[src/rtl/ctrl_vector_sequencer.sv]
// rtl/ctrl_vector_sequencer.sv - table-driven replay of datapath control words with flag checking
module ctrl_vector_sequencer #(
  parameter int CTRL_W = 13,
  parameter int DEPTH  = 16,
  parameter int HOLD_W = 4,
  parameter int CNT_W  = 8,
  localparam int AW    = $clog2(DEPTH),
  localparam int LD_W  = CTRL_W + HOLD_W + 8
) (
  input  logic              clk,
  input  logic              reset,
  input  logic              load_en,
  input  logic [AW-1:0]     load_addr,
  input  logic [LD_W-1:0]   load_data,
  input  logic [AW:0]       seq_len,
  input  logic [1:0]        mode,
  input  logic              start,
  input  logic              step,
  input  logic              abort,
  input  logic [3:0]        flags_in,
  output logic [CTRL_W-1:0] ctrl_out,
  output logic              busy,
  output logic              done,
  output logic [AW-1:0]     entry_idx,
  output logic [CNT_W-1:0]  mismatch_cnt,
  output logic [AW-1:0]     first_err_idx,
  output logic              err_valid,
  output logic [CNT_W-1:0]  loop_cnt
);

  localparam logic [1:0] IDLE  = 2'd0;
  localparam logic [1:0] RUN   = 2'd1;
  localparam logic [1:0] PAUSE = 2'd2;
  localparam logic [1:0] DONE  = 2'd3;

  localparam int HOLD_LSB = CTRL_W;
  localparam int MASK_LSB = CTRL_W + HOLD_W;
  localparam int EXP_LSB  = MASK_LSB + 4;

  localparam logic [AW:0] MAX_LEN = (AW+1)'(DEPTH);

  logic [LD_W-1:0]   mem [DEPTH];
  logic [1:0]        state;
  logic [AW-1:0]     ptr;
  logic [HOLD_W-1:0] hold_cnt;
  logic [AW:0]       len_q;
  logic [1:0]        mode_q;

  logic [LD_W-1:0]   cur_entry;
  logic [LD_W-1:0]   nxt_entry;
  logic [LD_W-1:0]   first_entry;
  logic [AW-1:0]     nxt_ptr;
  logic              idle_or_done;
  logic              load_ok;
  logic              start_ok;
  logic              len_ok;
  logic              is_last;
  logic              flag_err;
  logic              loop_mode;
  logic              step_mode;

  assign idle_or_done = (state == IDLE) || (state == DONE);
  assign load_ok      = load_en && idle_or_done;
  // A simultaneous load takes the cycle; start must be re-issued afterwards.
  assign start_ok     = start && !load_en && idle_or_done;
  assign len_ok       = (seq_len != '0) && (seq_len <= MAX_LEN);

  assign nxt_ptr      = ptr + 1'b1;
  assign cur_entry    = mem[ptr];
  assign nxt_entry    = mem[nxt_ptr];
  assign first_entry  = mem[0];

  assign is_last      = ({1'b0, ptr} == (len_q - 1'b1));
  assign flag_err     = |((flags_in ^ cur_entry[EXP_LSB +: 4]) & cur_entry[MASK_LSB +: 4]);
  assign loop_mode    = (mode_q == 2'b10);
  assign step_mode    = (mode_q == 2'b01);

  assign busy         = (state == RUN) || (state == PAUSE);
  assign done         = (state == DONE);
  assign entry_idx    = ptr;

  always_ff @(posedge clk) begin
    if (load_ok) begin
      mem[load_addr] <= load_data;
    end
  end

  always_ff @(posedge clk) begin
    if (reset) begin
      state         <= IDLE;
      ptr           <= '0;
      hold_cnt      <= '0;
      len_q         <= '0;
      mode_q        <= 2'b00;
      ctrl_out      <= '0;
      mismatch_cnt  <= '0;
      first_err_idx <= '0;
      err_valid     <= 1'b0;
      loop_cnt      <= '0;
    end else if (abort) begin
      state    <= IDLE;
      ctrl_out <= '0;
      hold_cnt <= '0;
    end else begin
      case (state)
        IDLE, DONE: begin
          if (start_ok) begin
            mismatch_cnt  <= '0;
            first_err_idx <= '0;
            err_valid     <= 1'b0;
            loop_cnt      <= '0;
            len_q         <= seq_len;
            mode_q        <= mode;
            ptr           <= '0;
            if (len_ok) begin
              state    <= RUN;
              ctrl_out <= first_entry[CTRL_W-1:0];
              hold_cnt <= first_entry[HOLD_LSB +: HOLD_W];
            end else begin
              state    <= DONE;
              ctrl_out <= '0;
              hold_cnt <= '0;
            end
          end
        end
        RUN: begin
          if (hold_cnt != '0) begin
            hold_cnt <= hold_cnt - 1'b1;
          end else begin
            // Flags are judged only on the final cycle of an entry.
            if (flag_err) begin
              if (mismatch_cnt != '1) begin
                mismatch_cnt <= mismatch_cnt + 1'b1;
              end
              if (!err_valid) begin
                err_valid     <= 1'b1;
                first_err_idx <= ptr;
              end
            end
            if (is_last) begin
              if (loop_mode) begin
                ptr      <= '0;
                ctrl_out <= first_entry[CTRL_W-1:0];
                hold_cnt <= first_entry[HOLD_LSB +: HOLD_W];
                loop_cnt <= loop_cnt + 1'b1;
              end else begin
                state    <= DONE;
                ctrl_out <= '0;
              end
            end else if (step_mode) begin
              state    <= PAUSE;
              ctrl_out <= '0;
            end else begin
              ptr      <= nxt_ptr;
              ctrl_out <= nxt_entry[CTRL_W-1:0];
              hold_cnt <= nxt_entry[HOLD_LSB +: HOLD_W];
            end
          end
        end
        PAUSE: begin
          if (step) begin
            state    <= RUN;
            ptr      <= nxt_ptr;
            ctrl_out <= nxt_entry[CTRL_W-1:0];
            hold_cnt <= nxt_entry[HOLD_LSB +: HOLD_W];
          end
        end
        default: begin
          state    <= IDLE;
          ctrl_out <= '0;
        end
      endcase
    end
  end

endmodule

[config.mk]
export PLATFORM = sky130hd
export DESIGN_NAME = ctrl_vector_sequencer
export DESIGN_NICKNAME = d
export VERILOG_FILES = /design/src/rtl/ctrl_vector_sequencer.sv
export SDC_FILE = /design/constraint.sdc
export NUM_CORES = 1
export LEC_CHECK = 0
export ABC_AREA = 1
export CAP_MARGIN = 40
export CORE_MARGIN = 5
export CORE_UTILIZATION = 54
export CTS_CLUSTER_SIZE = 12
export DETAILED_ROUTE_END_ITERATION = 16
export PLACE_DENSITY = 0.75
export SYNTH_ARGS = -nofsm -noshare
export SYNTH_HDL_FRONTEND = slang
export SYNTH_SLANG_ARGS = --single-unit
export TNS_END_PERCENT = 10
[constraint.sdc]
create_clock -name clk -period 2.5 [get_ports clk]
set_input_delay 0.5 -clock clk [delete_from_list [all_inputs] [get_ports clk]]
set_output_delay 0.5 -clock clk [all_outputs]
set_load 0.02 [all_outputs]
# Word level (Yosys, flattened, before mapping)
# Memory sizes are Yosys's and may differ from the RTL's. A register that Yosys moved wholly into a read port is not among the register bits.
# Index checks and enable logic that the tools add are counted.
classes:
  add_sub_neg: 5
  n_mul: 0
  n_div: 0
  order_cmp: 1
  n_eq_ne: 21
  n_shift: 0
  n_mux: 52
  bitwise: 3
  n_reduce_logical: 23
op_table:
  columns: ["op", "n"]
  rows:
  - ["$mux 13", 7]
  - ["$mux 4", 18]
  - ["$mux 8", 7]
  - ["$pmux 13 s3", 1]
  - ["$pmux 8 s2", 2]
  - ["$pmux 4 s3", 2]
  - ["$reduce_and 6->1", 4]
  - ["$add 8x1->8 const B", 2]
  - ["$mux 2", 7]
  - ["$ne 2x2->1 const B", 7]
  - ["$ne 3x3->1 const B", 4]
  - ["$reduce_and 5->1", 2]
  - ["$ne 4x3->1 const B", 2]
  - ["$ne 8x8->1 const B", 1]
  - ["$pmux 4 s2", 1]
  - ["$eq 2x2->1 const B", 3]
  - ["$pmux 2 s3", 1]
  - ["$reduce_and 3->1", 2]
  - ["$eq 4x5->1", 1]
  - ["$le 5x5->1 const B", 1]
  - ["$mux 1", 5]
  - ["$reduce_bool 5->1", 1]
  - ["$sub 5x1->5 const B", 1]
  - ["$add 4x1->4 const B", 1]
  - ["other kinds (16)", 22]
word_totals:
  regBits: 51
  latch_bits: 0
  ramBits: 400
  mem_bits_ro: 0
  in_bits: 46
  output_inout_bits: 40
  word_cells: 116
  mem_count: 1
mem_list:
  columns: ["name", "words", "word_bits", "rd", "rd_ports_with_merged_regs", "wr", "line", "text"]
  rows:
  - ["mem", 16, 25, 3, 1, 1, "42", "logic [LD_W-1:0] mem [DEPTH];"]

# Logic depth before layout (Yosys ltp)
# Gate-level depths: netlist of the first run.
logic_depth:
  ltp_word: 7
  depth_mapped: 17
  mapped_depth_nobuf: 16

# Worst setup path after synthesis of the first run
# No wires, ideal clock.
synth_timing:
  path_kind: "register to register"
  startpoint: "register state[0]"
  endpoint: "memory mem[11][0] (netlist bit) (enable)"
  setup_time_ns: 0.407
  arrival_time_ns: 2.132
  required_ns: 2.093
  setup_slack_ns: -0.039
  path_stages_with_launch: 7
  n_path_buf: 0
  period_less_slack_ns: 2.539
  path_cell_list: "dfxtp_1 -> inv_1 -> ha_1 -> nand2_1 -> inv_1 -> nand3_1 -> nor2_1"
synth_via:
  elab_chain_cells: 5
  word_cells_on_any_way: 6
  classes_between: "eq/ne: 1; mux: 2; reduce/logical: 3"
synth_lines:
  columns: ["element", "line", "text"]
  rows:
  - ["from (decl)", "43", "logic [1:0] state;"]
  - ["from (signal assigned)", "90", "state <= IDLE;"]
  - ["from (signal assigned)", "101", "state <= IDLE;"]
  - ["from (signal assigned)", "116", "state <= RUN;"]
  - ["$eq 2x2->1 / $logic_not 2->1 (equally long branches)", "62", "assign idle_or_done = (state == IDLE) || (state == DONE);"]
  - ["$logic_or 1x1->1 *", "62", null]
  - ["$logic_and 1x1->1 *", "63", "assign load_ok = load_en && idle_or_done;"]
  - ["$mux 1 *", "83", "if (load_ok) begin"]
  - ["$mux 1 (implied by the code) *", "84", "mem[load_addr] <= load_data;"]
  - ["to (decl)", "42", null]
# Mark *: on every way between the ends. The rest lies on a longest branch, timed or not.

# Final worst setup path of the first run
layout_timing:
  startpoint: "register ptr[0], in the netlist entry_idx[0]"
  endpoint: "output port entry_idx[0]"
layout_lines:
  columns: ["element", "line", "text"]
  rows:
  - ["from (decl)", "44", "logic [AW-1:0] ptr;"]
  - ["from (signal assigned)", "154", "ptr <= nxt_ptr;"]
  - ["from (signal assigned)", "163", "ptr <= nxt_ptr;"]
  - ["to (decl)", "24", "output logic [AW-1:0] entry_idx,"]
# No word-level cell between the ends.

==> flow_summary.toml, run 1 <==
[worst_setup_path]
crit_type = "reg2out"
reg2regPathDepth = 10
r2r-start = "entry_idx[0]$_SDFFE_PP0P_"
cp-start-kind = "flip-flop"
startpoint = "entry_idx[0]$_SDFFE_PP0P_"
cp_data_arrival_time_ns = 1.93
crit_fanout = 45
required_ns = 2.00
reg2reg_slack_ns = 0.10
r2r_end = "ctrl_out[6]$_SDFFE_PP0P_"
end_kind = "output pin"

[die]
core_mm2 = 0.03463
fp.dieArea_mm2 = 0.03895
io_pins = 86
num_rows = 68
die_y_um = 197.4
dieWidth_um = 197.4
initial_core_util = 0.5474

[synth]
synth_seq_cells = 455
synth_area_mm2 = 0.01895
yosysUniqueCellTypes = 40
synth_edf_count = 400
synth-seq-area-share = 0.6918
ys.flop_type = "edfxtp_1"
synth_top_area_share = 0.6337
netlist_top_cells_count = "400 x edfxtp_1, 250 x nand2_1, 249 x nor2_1, 206 x o21ai_0, 129 x inv_1"
synth_top_cell_by_area = "edfxtp_1"
synthArstFlopShare = 0
synthCells = 1715
synth_most_common_cell = "edfxtp_1"
synthTopCellsByArea = "edfxtp_1 63%, dfxtp_1 5.8%, o21ai_0 5.4%, nand2_1 5.0%, nor2_1 4.9%"
syn_nets = 1771
syn_avg_cell_area_um2 = 11.05
ys_warn_count = 0

[sta]
fmax_mhz = 411.8
skew_ns = 0.01603
drv_slew = 0
tightest_slew_ns = 0.6700
finalSetupViolCount = 0
hold_violations = 0
setup_ws_ns = 0.07179
slew_headroom = 0.5529
post-route-period-util = 0.9713
fin_crit_ns = 2.428

[worst_hold_path]
whs_endpoint = "mode_q[1]$_SDFFE_PP0P_"
hp-start = "mode_q[1]$_SDFFE_PP0P_"
hold_depth = 2
holdCritPathClass = "reg2reg"

[grt]
antenna_found_initial = 2
grtUsageTotal = 0.2331
grt_pass1_vias = 13200
grt_overflow = 0
grt_pass1_wl_um = 71700
grt_max_degree = 64

[layout]
diodes = 0
area_delta_synth_final_pct = 17.21
fin_nets = 1890
fin_cells = 2314
final_layout_size_suffix_gt1_frac = 0.09091

[drt]
routed_wl_um = 45720
vias = 13260
drc = 0
vias_per_cell = 5.732
drt_iter0_markers = 1382
drt_pre_antenna_iters = 5
ant_nets = 0
wl_per_cell_um = 19.76

[power_and_ir_drop]
power_density_mw_per_mm2 = 730.0
power_mw = 16.22
power_leakage_nw = 8.006
ir_drop_uv = 510.6

[cts]
htreeDepth = 2
cts_tree = "built"
cts-root-buf = "clkbuf_16"
cts_sinks = 455
hold_buffers = 0
clk-insertion-delay-late_ns = 0.55
cts_buffers = 46
path_clk_slew_ns = 0.06
cts.path.max_buffers = 3

[status]
status = "complete, no violations"

[placement]
post-place-cells = 2241
portBuffers = 85
place.gp.congestion = 0.8666
post-place-ws_ns = -0.07579
dp_hpwl_um = 28360

[job]
drv_cap = 0
[logic make-up (layout without fill, tap and decap cells)]
kind of cell,Yosys count,count (layout),share of synthesized area
and+or+nand+nor,650,650,0.1421
DFF,455,455,0.6918
AOI/OAI and AO/OA,365,365,0.1058
buffers and inverters,224,368,0.04825
xor gates and xnor gates,11,11,0.005479
adders and majority gates,10,10,0.006601
[routing by layer]
metal,wire length (µm),global-route usage,up-vias
li1,-,-,6233
met1,18390,0.3211,6346
met2,21830,0.3829,575
met3,4208,0.03786,105
met4,1264,0.07781,4
met5,27,0,-
[sequential cells by signal, indices dropped and copies added (netlist names), named ones only]
register       count
state              2
mode_q             2
err_valid          1
ctrl_out          13
entry_idx          4
len_q              5
hold_cnt           4
loop_cnt           8
mismatch_cnt       8
first_err_idx      4
mem              400
[how the worst max path moves through the flow]
stage                                         endpoint  slack (ns)  depth (start not counted)
after floorplan                   mem[11][0]$_DFFE_PP_       -0.04                          6
after global placement        ctrl_out[8]$_SDFFE_PP0P_        0.02                         12
after detailed placement      ctrl_out[8]$_SDFFE_PP0P_       -0.08                         12
after CTS                                 entry_idx[0]        0.02                          2
after global routing      mismatch_cnt[2]$_SDFFE_PP0P_       -0.01                         16
final                                     entry_idx[0]        0.07                          2
[worst max-delay path, stage by stage, from the launching register on]
cell,delay [ns]
dfxtp_4,0.42
buf_8,0.28
clkdlybuf4s50_1,0.66
[stage by stage]
stage / util / TNS (ns) / hold slack [ns] / cell area, µm²
6_report: 0.6416 / 0 / 0.5014 / 22220
5_1_grt: 0.6416 / -0.02118 / 0.5331 / 22220
4_1_cts: 0.6407 / 0 / 0.4987 / 22190
3_5_place_dp: 0.6035 / -0.6768 / 0.4811 / 20900
3_3_place_gp: 0.6035 / 0 / 0.4636 / 20900
2_1_floorplan: - / -8.248 / 0.4498 / 18950
[repair_timing]
| action | CTS | global route |
|---|---|---|
| resized for setup | 3 | 9 |
| buffers inserted | 0 | 0 |
| pin swaps | 0 | 1 |
| setup endpoints to repair | 3 | 35 |
[placed cells by master, fill, tap and decap left out, types with 2 or more instances in the layout]
cell type / n
edfxtp_1: 400
nand2_1: 250
nor2_1: 232
o21ai_0: 205
inv_1: 127
nand3_1: 116
clkdlybuf4s50_1: 84
a21oi_1: 57
buf_4: 55
dfxtp_1: 53
clkbuf_16: 46
o22ai_1: 34
o211ai_1: 26
o21ai_1: 23
buf_12: 19
o221ai_1: 15
clkbuf_1: 15
nor2_4: 12
nand4_1: 11
nor3_1: 8
ha_1: 8
nor2_2: 7
xor2_1: 6
clkinv_1: 6
clkinv_2: 5
inv_2: 4
xnor2_1: 3
nand3b_1: 2
and2_0: 2
nand2_4: 2
nand3_2: 2
or2_2: 2
ha_2: 2
inv_6: 2
[cell type report]
type,instances,area [µm²]
Clock buffer,61,1207
Clock inverter,12,76.32
Fill cell,2533,12410
Inverter,134,505.5
Multi-Input combinational cell,1036,5071
Sequential cell,455,13120
Tap cell,455,569.3
Timing Repair Buffer,161,1669
[where the power goes]
part	leakage, nW	switching [mW]	internal, mW
logic	3.32	1.10	0.570
registers	4.06	0.0740	8.41
clock network	0.624	2.69	3.37
total	8.01	3.87	12.4
Power figures use the tool's default switching activity.
==> inputs of run 2 (changes only) <==
- GPL_TIMING_DRIVEN: unset -> 0
==> run 2 against run 1 <==
Effect of this change: the flow now finishes with violations (setup timing); clock skew grew 0.012 ns; core utilization increased by 1.0 points; worst hold slack worse by 0.17 ns; critical path depth grew 5; power rose by 4.5%; combinational power is 9.6% higher; final area rose by 1.6%; die area unchanged; clock power grew 9.4%; setup slack worse by 0.16 ns; via count grew 6.9%; global-route usage increased by 2.7 points; critical path type is now reg2reg; largest cell class unchanged; largest power group unchanged; highest routed layer is now met4.
==> flow_summary.toml, run 2 (synthesis results as in run 1) <==
[worst_setup_path]
required_ns = 2.74
crit_chain = "inv_1, ha_2, nand2_1, inv_1, nand3_2, nor2_4, buf_16"
max_stage_delay_ns = 0.55
path_buf_inv = 3
cp_data_arrival_time_ns = 2.82
cp-start-kind = "flip-flop"
r2r-start = "state[0]$_SDFFE_PP0P_"
startpoint = "state[0]$_SDFFE_PP0P_"
crit_fanout = 15
crit_type = "reg2reg"
cpMaxStageDelayCell = "nor2_4"
end_kind = "flip-flop"
crit_family = "simple AND/OR/NAND/NOR gates"
critical_path.most_common_cell = "inv_1"

[placement]
place.gp.congestion = 0.9472
place_area_mm2 = 0.02090
portBuffers = 84
dp_hpwl_um = 33470

[layout]
mostFrequentLayoutCell = "edfxtp_1"
final_layout_size_suffix_gt1_frac = 0.1026
final_cell_mix = "400 x edfxtp_1, 249 x nand2_1, 230 x nor2_1"
fin_nets = 1925
diodes = 0
largest_reg_flops = 400
final_cell_area_mm2 = 0.02258
regMostFlops = "mem"
area_delta_synth_final_pct = 19.10
largestRegisters = "mem: 400 flops, ctrl_out: 13 flops"

[die]
core_mm2 = 0.03463
initial_core_util = 0.5474
io_pins = 86
dieWidth_um = 197.4
die_y_um = 197.4
fp.dieArea_mm2 = 0.03895
num_rows = 68

[sta]
slew_headroom = 0.5297
rsz0062_at_grt = "true"
drv_slew = 0
finalSetupViolCount = 74
skew_ns = 0.02828
post-route-period-util = 1.034
tightest_slew_ns = 0.7032
hold_violations = 0
setup_ws_ns = -0.08603
fmax_mhz = 386.7
tns_ns = -2.784
fin_crit_ns = 2.586

[job]
drv_cap = 0

[power_and_ir_drop]
power_density_mw_per_mm2 = 750.6
ir_drop_uv = 576.3
power_leakage_nw = 8.134

[cts]
clk-insertion-delay-late_ns = 0.56
cts_sinks = 455
cts_buffers = 47
hold_buffers = 0
path_clk_slew_ns = 0.06
cts-root-buf = "clkbuf_16"
cts.path.max_buffers = 3
htreeDepth = 2
cts_tree = "built"

[drt]
routed_wl_um = 51760
drt_iter0_markers = 2079
ant_nets = 0
drc = 0
drt_pre_antenna_iters = 8
wl_per_cell_um = 21.97
vias = 14180
vias_per_cell = 6.019

[grt]
grt_overflow = 0
grt_pass1_vias = 13570
grtUsageTotal = 0.2606
antenna_found_initial = 0
grt_max_degree = 24
grt_pass1_wl_um = 77880

[status]
status = "complete, but fails checks"
violations = "setup timing"

[worst_hold_path]
hp-start = "reset"
holdCritPathClass = "in2reg"
-- run 2: timing repair --
action                     CTS  global route
hold endpoints to repair     0             0
setup endpoints to repair  219           195
setup buffers                2             4
pin swaps                    2             5
gates resized for setup     48            37
-- run 2: layout make-up --
class	count	area, µm²
inverter	134	509.2
multi-input combinational	1036	5139
tap	455	569.3
clock inverter	8	97.59
buffer	89	490.5
fill	2442	12050
sequential	455	13120
clock buffer	73	1336
timing repair buffer	106	1315
-- run 2: worst register-to-register path, cell delays in order (launching register included) --
cell and delay, ns:
dfxtp_1 0.36, inv_1 0.09, ha_2 0.42, nand2_1 0.12
inv_1 0.18, nand3_2 0.29, nor2_4 0.55, buf_16 0.24
-- run 2: where the power goes --
part | total (mW) | leakage, nW | internal [mW] | switching (mW)
clock network | 6.63 | 0.686 | 3.86 | 2.77
logic | 1.83 | 3.39 | 0.589 | 1.25
registers | 8.48 | 4.06 | 8.41 | 0.0657
-- run 2: path summary, 6_finish.rpt --
path	end	slack, ns	cells after the start
min	entry_idx[1]$_SDFFE_PP0P_	0.33	2
max	mem[11][17]$_DFFE_PP_	-0.09	7
max reg2reg	mem[11][17]$_DFFE_PP_	-0.09	7
min reg2reg	mode_q[1]$_SDFFE_PP0P_	0.48	2
-- run 2: metrics by stage --
stage	std cells	hold slack, ns	setup WS (ns)	power [mW]	util
2_1_floorplan	1715	0.4498	-0.03889	9.625	-
3_3_place_gp	2254	0.4605	-1.638	10.28	0.5881
3_5_place_dp	2270	0.4715	-0.6700	10.37	0.6036
4_1_cts	2352	0.3334	-0.05143	16.93	0.6488
5_1_grt	2356	0.3964	-0.1552	17.48	0.6519
6_report	2356	0.3347	-0.08603	16.94	0.6519
-- run 2: per-layer routing --
layer	vias up	global-route usage	wire, µm
met1	6786	0.3668	19930
met5	-	0	0
met4	0	0.09836	1910
met3	160	0.04076	5659
met2	900	0.4153	24260
li1	6335	-	-
